[config.mk]
export PLATFORM = sky130hd
export DESIGN_NAME = arb_mux_n_in_flat
export DESIGN_NICKNAME = d
export VERILOG_FILES = /design/src/rtl/arb_mux_n_in_if.sv /design/src/rtl/arb_mux_n_in.sv /design/src/flat_wrapper.sv
export SDC_FILE = /design/constraint.sdc
export NUM_CORES = 1
export LEC_CHECK = 0
export ABC_AREA = 1
export BUFFER_PORTS_ARGS = -buffer_cell sky130_fd_sc_hd__buf_4
export CELL_PAD_IN_SITES_DETAIL_PLACEMENT = 1
export CELL_PAD_IN_SITES_GLOBAL_PLACEMENT = 1
export CORE_MARGIN = 2
export CORE_UTILIZATION = 30
export CTS_BUF_LIST = sky130_fd_sc_hd__clkbuf_8
export DETAILED_ROUTE_END_ITERATION = 12
export PLACE_DENSITY_LB_ADDON = 0.1
export SLEW_MARGIN = 25
export SYNTH_ARGS = -nofsm -noshare
export SYNTH_HDL_FRONTEND = slang
export SYNTH_SLANG_ARGS = --single-unit
[constraint.sdc]
create_clock -name clk -period 2.9 [get_ports clk]
set_input_delay 0.435 -clock clk [delete_from_list [all_inputs] [get_ports clk]]
set_output_delay 0.435 -clock clk [all_outputs]
set_load 0.05 [all_outputs]
[src/rtl/arb_mux_n_in_if.sv]
// Bundles the source-channel and result-port signals of arb_mux_n_in.
//
// Handshake: a word moves on a channel in the cycle where that channel's
// valid and ready are both high at the rising clock edge. A source holds
// its data and valid until the word is accepted. The result port follows
// the same rule with out_valid/out_ready.
//
// Signals:
//   in_data   N_IN*WIDTH  channel i occupies bits [i*WIDTH +: WIDTH]
//   in_valid  N_IN        channel i offers a word
//   in_ready  N_IN        channel i word accepted this cycle
//   mode      1           0 = fixed select, 1 = round-robin
//   sel       SEL_W       channel index used in fixed-select mode
//   out_data  WIDTH       registered selected word
//   out_src   SEL_W       channel index out_data came from
//   out_valid 1           out_data/out_src hold a word
//   out_ready 1           consumer takes the word this cycle
// Modports: slave = the mux, master = the producers/consumer side.
interface arb_mux_n_in_if #(
  parameter int WIDTH = 64,
  parameter int N_IN  = 4
);
  localparam int SEL_W = $clog2(N_IN);

  logic [N_IN*WIDTH-1:0] in_data;
  logic [N_IN-1:0]       in_valid;
  logic [N_IN-1:0]       in_ready;
  logic                  mode;
  logic [SEL_W-1:0]      sel;
  logic [WIDTH-1:0]      out_data;
  logic [SEL_W-1:0]      out_src;
  logic                  out_valid;
  logic                  out_ready;

  modport slave (
    input  in_data, in_valid, mode, sel, out_ready,
    output in_ready, out_data, out_src, out_valid
  );

  modport master (
    output in_data, in_valid, mode, sel, out_ready,
    input  in_ready, out_data, out_src, out_valid
  );
endinterface

[src/rtl/arb_mux_n_in.sv]
// N-input valid/ready mux with a one-entry registered output stage.
// Picks one source channel per cycle, either by a fixed select index or by
// round-robin arbitration, and holds the accepted word until the consumer
// takes it. A word accepted in cycle t appears on out_data in cycle t+1;
// a drain and a new load may happen in the same cycle.
//
// Ports:
//   clk        rising-edge clock
//   reset_n    asynchronous active-low reset
//   bus        arb_mux_n_in_if.slave (channels, mode/sel, result port)
//   dbg_state  output-stage state: 0 = EMPTY, 1 = FULL
//   dbg_rr_ptr current round-robin search start
module arb_mux_n_in #(
  parameter int WIDTH = 64,
  parameter int N_IN  = 4,
  localparam int SEL_W = $clog2(N_IN)
) (
  input  logic             clk,
  input  logic             reset_n,
  arb_mux_n_in_if.slave    bus,
  output logic             dbg_state,
  output logic [SEL_W-1:0] dbg_rr_ptr
);

  typedef enum logic {
    EMPTY = 1'b0,
    FULL  = 1'b1
  } state_t;

  state_t           state;
  logic             out_valid_q;
  logic [WIDTH-1:0] out_data_q;
  logic [SEL_W-1:0] out_src_q;
  logic [SEL_W-1:0] rr_ptr;

  logic [N_IN-1:0]  grant;
  logic             found;
  logic             can_load;
  logic             xfer;
  logic [SEL_W-1:0] k;
  logic [WIDTH-1:0] k_data;
  logic [SEL_W-1:0] next_ptr;

  // Grant is one-hot or zero. In fixed mode an out-of-range sel simply
  // matches no channel. In round-robin mode the search starts at rr_ptr
  // and wraps; rr_ptr is always < N_IN so one subtraction is enough.
  always_comb begin
    int idx;
    grant = '0;
    found = 1'b0;
    idx   = 0;
    if (!bus.mode) begin
      for (int i = 0; i < N_IN; i++) begin
        if (int'(bus.sel) == i) grant[i] = bus.in_valid[i];
      end
    end else begin
      for (int off = 0; off < N_IN; off++) begin
        idx = int'(rr_ptr) + off;
        if (idx >= N_IN) idx = idx - N_IN;
        if (!found && bus.in_valid[idx]) begin
          grant[idx] = 1'b1;
          found      = 1'b1;
        end
      end
    end
  end

  // out_ready reaches in_ready combinationally so a full stage can drain
  // and reload in one cycle.
  assign can_load     = !out_valid_q || bus.out_ready;
  assign bus.in_ready = reset_n ? (grant & {N_IN{can_load}}) : '0;
  assign xfer         = |(bus.in_valid & bus.in_ready);

  always_comb begin
    k      = '0;
    k_data = '0;
    for (int i = 0; i < N_IN; i++) begin
      if (grant[i]) begin
        k      = SEL_W'(i);
        k_data = bus.in_data[i*WIDTH +: WIDTH];
      end
    end
  end

  assign next_ptr = (int'(k) == N_IN - 1) ? '0 : k + SEL_W'(1);

  always_ff @(posedge clk or negedge reset_n) begin
    if (!reset_n) begin
      state       <= EMPTY;
      out_valid_q <= 1'b0;
      out_data_q  <= '0;
      out_src_q   <= '0;
      rr_ptr      <= '0;
    end else begin
      case (state)
        EMPTY: begin
          if (xfer) begin
            state       <= FULL;
            out_valid_q <= 1'b1;
          end
        end
        FULL: begin
          if (!xfer && bus.out_ready) begin
            state       <= EMPTY;
            out_valid_q <= 1'b0;
          end
        end
        default: begin
          state       <= EMPTY;
          out_valid_q <= 1'b0;
        end
      endcase
      if (xfer) begin
        out_data_q <= k_data;
        out_src_q  <= k;
        if (bus.mode) rr_ptr <= next_ptr;
      end
    end
  end

  assign bus.out_data  = out_data_q;
  assign bus.out_src   = out_src_q;
  assign bus.out_valid = out_valid_q;
  assign dbg_state     = state;
  assign dbg_rr_ptr    = rr_ptr;

endmodule
[src/flat_wrapper.sv]
// flat-port wrapper written by rule: the top's interface ports become plain ports
module arb_mux_n_in_flat 
#(
  parameter int WIDTH = 64,
  parameter int N_IN  = 4,
  localparam int SEL_W = $clog2(N_IN)
)
  (clk, reset_n, dbg_state, dbg_rr_ptr, bus_in_data, bus_in_valid, bus_mode, bus_sel, bus_out_ready, bus_in_ready, bus_out_data, bus_out_src, bus_out_valid);
  arb_mux_n_in_if #(.WIDTH(WIDTH), .N_IN(N_IN)) bus_i ();
  input  logic clk;
  input  logic reset_n;
  output logic dbg_state;
  output logic [SEL_W-1:0] dbg_rr_ptr;
  input wire logic [$bits(bus_i.in_data)-1:0] bus_in_data;
  input wire logic [$bits(bus_i.in_valid)-1:0] bus_in_valid;
  input wire logic [$bits(bus_i.mode)-1:0] bus_mode;
  input wire logic [$bits(bus_i.sel)-1:0] bus_sel;
  input wire logic [$bits(bus_i.out_ready)-1:0] bus_out_ready;
  output wire logic [$bits(bus_i.in_ready)-1:0] bus_in_ready;
  output wire logic [$bits(bus_i.out_data)-1:0] bus_out_data;
  output wire logic [$bits(bus_i.out_src)-1:0] bus_out_src;
  output wire logic [$bits(bus_i.out_valid)-1:0] bus_out_valid;
  assign bus_i.in_data = bus_in_data;
  assign bus_i.in_valid = bus_in_valid;
  assign bus_i.mode = bus_mode;
  assign bus_i.sel = bus_sel;
  assign bus_i.out_ready = bus_out_ready;
  assign bus_in_ready = bus_i.in_ready;
  assign bus_out_data = bus_i.out_data;
  assign bus_out_src = bus_i.out_src;
  assign bus_out_valid = bus_i.out_valid;
  arb_mux_n_in #(.WIDTH(WIDTH), .N_IN(N_IN)) u_core (.clk(clk), .reset_n(reset_n), .bus(bus_i), .dbg_state(dbg_state), .dbg_rr_ptr(dbg_rr_ptr));
endmodule
==> results of run 1 <==
==> synth_stat cells, types with 2 or more instances <==
cell,n,share of area [%]
ha_1,4,0.78
inv_2,4,0.23
dfrtp_1,70,27
buf_6,13,2.3
nand2_4,2,0.35
buf_4,10,1.2
a21oi_1,17,1.3
nand2_1,488,29
o21ai_1,2,0.16
nand2_2,6,0.59
buf_2,32,2.5
nor2_2,2,0.20
o21ai_0,6,0.47
nor2_1,142,8.3
o31ai_1,4,0.47
nand3_1,137,11
clkbuf_1,22,1.3
a21oi_2,49,6.7
nand3_2,6,0.94
nand4_1,4,0.39
inv_1,82,4.8
==> layer usage <==
metal  vias up  part of all wire [%]
met5         -                     0
met3        28                   6.7
met2       216                    49
li1       4012                     -
met4         0                   1.7
met1      3803                    43
==> worst max-delay path: cells and delay by family, from the launching register on <==
kind,cells,cell delay [ps]
and+or+nand+nor,8,770
buffers and inverters,4,530
DFF,1,430
adders and majority gates,1,230
==> flip-flops by register name, indices dropped and copies added (netlist names) <==
name	count
u_core.bus.out_data	64
u_core.bus.out_valid	1
u_core.bus.out_src	2
u_core.dbg_rr_ptr	2
u_core.dbg_state	1
==> worst min path at each step <==
stage	from	to	slack (ps)
2_1_floorplan	reset_n	u_core.bus.out_data[0]	140
4_1_cts	reset_n	u_core.bus.out_data[26]	120
3_3_place_gp	u_core.bus.out_data[53]	u_core.bus.out_data[53]	460
5_1_grt	reset_n	u_core.bus.out_data[26]	130
6_report	reset_n	u_core.bus.out_data[26]	130
3_5_place_dp	u_core.bus.out_data[7]	u_core.bus.out_data[7]	470
==> power by group <==
part	switching (mW)	internal, mW	total, mW
sequential	0.243	1.39	1.63
combinational	4.33	2.00	6.32
clock	0.421	0.438	0.859
==> what timing repair did <==
action | 4_1_cts | 5_1_grt
gates cloned | 2 | 2
setup endpoints to repair | 2 | 8
endpoints found under the hold margin | 0 | 0
hold buffers | 0 | 0
buffers inserted | 1 | 3
pin swaps | 0 | 0
resized for setup | 7 | 4
==> cell families (layout without fill, tap and decap cells) <==
group	after synthesis	in the layout	share of synthesized area (%)
and+or+nand+nor	788	788	50.31
buffers and inverters	164	475	12.40
AOI/OAI and AO/OA	78	78	9.132
DFF	70	70	27.38
adders and majority gates	4	4	0.7822
==> area by class of cell <==
cell class | count | area (um^2)
Multi-Input combinational cell | 870 | 3925
Clock buffer | 11 | 151.4
Inverter | 87 | 332.8
Fill cell | 2902 | 11390
Tap cell | 275 | 344.1
Timing Repair Buffer | 372 | 3005
Sequential cell | 70 | 1754
Clock inverter | 5 | 48.80
==> results.cfg, run 1 <==
[critical_path]
r2r-end = u_core.bus.out_data[35]
path_class = flip-flop to primary output
cp_max_fo = 8
crit_path_end = bus_in_ready[3]
crit_chain = inv_4 -> ha_4 -> inv_2 -> nand3_1 -> nand2_1 -> nand2_4 -> nor2_4 -> nand2_1 -> nand3_2 -> nand2_4 -> buf_16 -> nor2_4 -> buf_6
critPathCaptureType = primary output
critPathLaunchType = flip-flop
setup.worst_path.start = u_core.dbg_rr_ptr[0]
critPathSlowestCell = dfrtp_2
cp.arrival_ps = 2300
rrSetupSlack_ps = 270
rr_worst_depth = 17
slowest_delay_ps = 430
required_ps = 2470
r2r_start = u_core.dbg_rr_ptr[0]

[timing]
finalHoldViolCount = 0
period_share_pct = 94.27
hold_ws_ps = 127.2
relSlewSlack_pct = 56.52
rsz0062_at_grt = no
fin_skew_ps = 7.198
setup_viol = 0
slew_violations = 0
worstMarginPinSlew_ps = 652.2
timing.fmax_mhz = 365.8
setup-tns-final_ps = 0
fin_ws_ps = 166.1
fin_crit_ps = 2734

[grt]
grt_pass1_wl_mm = 43.51
top_usage_layer = met2
grtUsageMet3_pct = 5.427
met2_usage_pct = 43.36
first_global_vias = 8073
grt_max_degree = 60
track_usage_pct = 24.82
globalRouteOverflowTotal = 0
use_met1_pct = 30.88
antenna_found_initial = 0

[placement]
dpl_cell_area_um2 = 9166
port_buffers = 339
place.gp.congestion = 0.8454
pre_cts_ws_ps = 93.37
dp_cells = 1666
hpwl_mm = 20.64

[final_layout]
syn_to_final_growth_pct = 49.43
final_cell_mix = 487 x nand2_1, 357 x buf_4, 139 x nor2_1
fin_nets = 1680
fin_util_pct = 45.63
layout-drive-gt1-share_pct = 33.07
diodes = 0
fin_area_um2 = 9562
final-instance-count-excl-fill = 1690
layout_commonest_cell = nand2_1

[yosys]
synth_nets = 1374
synth-seq-cells = 70
synth_cell_types = 23
syn_inst = 1104
async_reset_ff_share_pct = 100.0
synth_edf_count = 0
syn_avg_cell_area_um2 = 5.796
ys.warnings.count = 0
ys_seq_area_share_pct = 27.38
syn_area_um2 = 6399
dominantRegCellSynth = dfrtp_1

[die]
fp-row-count = 53
core_area_um2 = 20960
start_util_pct = 30.53
die_width_um = 150.0
die_h_um = 150.0
io_pins = 340
die-area_um2 = 22510

[cts]
clkTransAtPathRegs_ps = 80
clk_latency_ps = 360
cts_root_buffer = clkbuf_8
numCtsBuffers = 9
h-tree-depth = 3
clock-sinks = 70
cts_tree = yes
cts_max_path_buffers = 2

[routing]
first_pass_iters = 4
drtIter0Drc = 300
via_per_inst = 4.769
finalWirelength_mm = 28.96
wire_per_inst_um = 17.13
num_vias = 8059
final_antenna_net_count = 0
drc = 0

[status]
status = completed

[run]
max-cap-violations = 0

[power_and_ir_drop]
fin_total_pwr_mw = 8.815
powerDensity_nw_per_um2 = 921.9
ir_worst_vdd_mv = 0.2906
power.leakage_nw = 5.616

[worst_hold_path]
hp-class = input port to async pin
Note: power is estimated with default switching activity, not from simulation.
==> run 2: changes to the inputs <==
==> constraint.sdc (replaced) <==
create_clock -name clk -period 2.9 [get_ports clk]
set_input_delay 0.145 -clock clk [delete_from_list [all_inputs] [get_ports clk]]
set_output_delay 0.145 -clock clk [all_outputs]
set_load 0.05 [all_outputs]
==> results.cfg, run 2 (synthesis results as in run 1) <==
[timing]
relSlewSlack_pct = 54.40
finalHoldViolCount = 0
fin_crit_ps = 2680
hold_ws_ps = 118.1
setup_viol = 0
worstMarginPinSlew_ps = 684.1
period_share_pct = 92.43
rsz0062_at_grt = yes
fin_skew_ps = 5.984
slew_violations = 0
setup-tns-final_ps = 0
timing.fmax_mhz = 373.1
fin_ws_ps = 219.5

[final_layout]
multi_input_comb_area_um2 = 3895
fill_cells = 2872
largest_reg_flops = 64
final_cell_mix = 487 x nand2_1, 349 x buf_4, 139 x nor2_1
syn_to_final_growth_pct = 48.61
fin_util_pct = 45.38
regArea_um2 = 1752
fin_nets = 1676
layout_commonest_cell = nand2_1
fin_area_um2 = 9509
layout-drive-gt1-share_pct = 32.46

[worst_hold_path]
min_path_cells = 4
holdCritStartpoint = bus_mode
hold_end = u_core.dbg_rr_ptr[1]
hp-class = input port to flip-flop

[cts]
cts_root_buffer = clkbuf_8
cts_max_path_buffers = 2
clock-sinks = 70
clk_latency_ps = 370
post_cts_buffers = 0
cts_tree = yes
h-tree-depth = 3
numCtsBuffers = 9
clkTransAtPathRegs_ps = 80

[routing]
wl_met3_mm = 1.930
final_antenna_net_count = 0
wire_per_inst_um = 17.38
drtIter0Drc = 265
drc = 0
finalWirelength_mm = 29.31
top_layer_used = met4
via_per_inst = 4.784
first_pass_iters = 4
num_vias = 8071
wl_met2_mm = 14.28
drt-met1-wl_mm = 12.44

[critical_path]
rrSetupSlack_ps = 230
rr_worst_depth = 15
path_class = flip-flop to primary output
required_ps = 2760
critPathLaunchType = flip-flop
r2r-end = u_core.bus.out_data[20]
critPathCaptureType = primary output
cp_max_fo = 59
cp.arrival_ps = 2540
critPathSlowestCell = dfrtp_1
slowest_delay_ps = 390
crit_chain = inv_1 -> ha_1 -> inv_1 -> nand3_1 -> nand2_1 -> nand2_4 -> nor2_2 -> nand2_1 -> nand3_2 -> nand2_4 -> buf_12 -> nor2_2 -> buf_4
r2r_start = u_core.dbg_rr_ptr[0]

[grt]
grt_max_degree = 66
globalRouteOverflowTotal = 0
track_usage_pct = 25.09
antenna_found_initial = 1
grt_pass1_wl_mm = 44.26
first_global_vias = 8156

[run]
max-cap-violations = 0

[placement]
dpl_cell_area_um2 = 9166
port_buffers = 339
place.gp.congestion = 0.8988
hpwl_mm = 20.94
pre_cts_ws_ps = 300.7

[die]
io_pins = 340
fp-row-count = 53
die-area_um2 = 22510
start_util_pct = 30.53
die_h_um = 150.0
die_width_um = 150.0
core_area_um2 = 20960

[status]
status = completed

[power_and_ir_drop]
ir_worst_vdd_mv = 0.4108
power.leakage_nw = 5.580
powerDensity_nw_per_um2 = 929.4
run 2: final cells by class:
class                      count  area share (%)
clock buffer                  13           1.882
tap                          275           3.618
clock inverter                 3          0.4211
multi-input combinational    870           40.96
antenna                        1         0.02632
sequential                    70           18.42
inverter                      87           3.500
timing repair buffer         368           31.17
run 2: worst max-delay path, delay by kind of cell (launching register included):
kind	cells	cell delay (ps)
adders and majority gates	1	290
buffers and inverters	4	660
DFF	1	390
and+or+nand+nor	8	810
run 2: worst max-delay path by stage:
stage	startpoint	end	slack, ps	cells after the start
3_3_place_gp	u_core.dbg_rr_ptr[0]	u_core.bus.out_data[23]	360	18
4_1_cts	u_core.dbg_rr_ptr[0]	bus_in_ready[0]	120	13
6_report	u_core.dbg_rr_ptr[1]	bus_in_ready[3]	220	13
2_1_floorplan	u_core.dbg_rr_ptr[0]	bus_in_ready[3]	9	14
3_5_place_dp	u_core.dbg_rr_ptr[0]	u_core.bus.out_data[3]	300	17
5_1_grt	u_core.dbg_rr_ptr[1]	bus_in_ready[2]	-10	13
run 2: layer usage:
metal  GRT usage, %  vias to the layer above
li1               -                     3997
met1          31.33                     3784
met2          43.63                      248
met3          5.366                       42
met4          6.792                        0
met5              0                        -
run 2: stage by stage:
step / power, mW / instances
after floorplan: 5.834 / 1104
after global placement: 7.703 / 1665
after detailed placement: 7.801 / 1665
after CTS: 8.758 / 1683
after global routing: 9.517 / 1687
final: 8.837 / 1687
run 2: report_power, final:
group	internal, mW	switching, mW	leakage [nW]
registers	1.39	0.237	0.893
clock network	0.490	0.435	0.115
logic	1.96	4.33	4.57
run 2: what timing repair did:
| item | 4_1_cts | 5_1_grt |
|---|---|---|
| endpoints found under the hold margin | 6 | 0 |
| resized for setup | 0 | 5 |
| hold buffers | 2 | 0 |
| setup endpoints to repair | 0 | 3 |
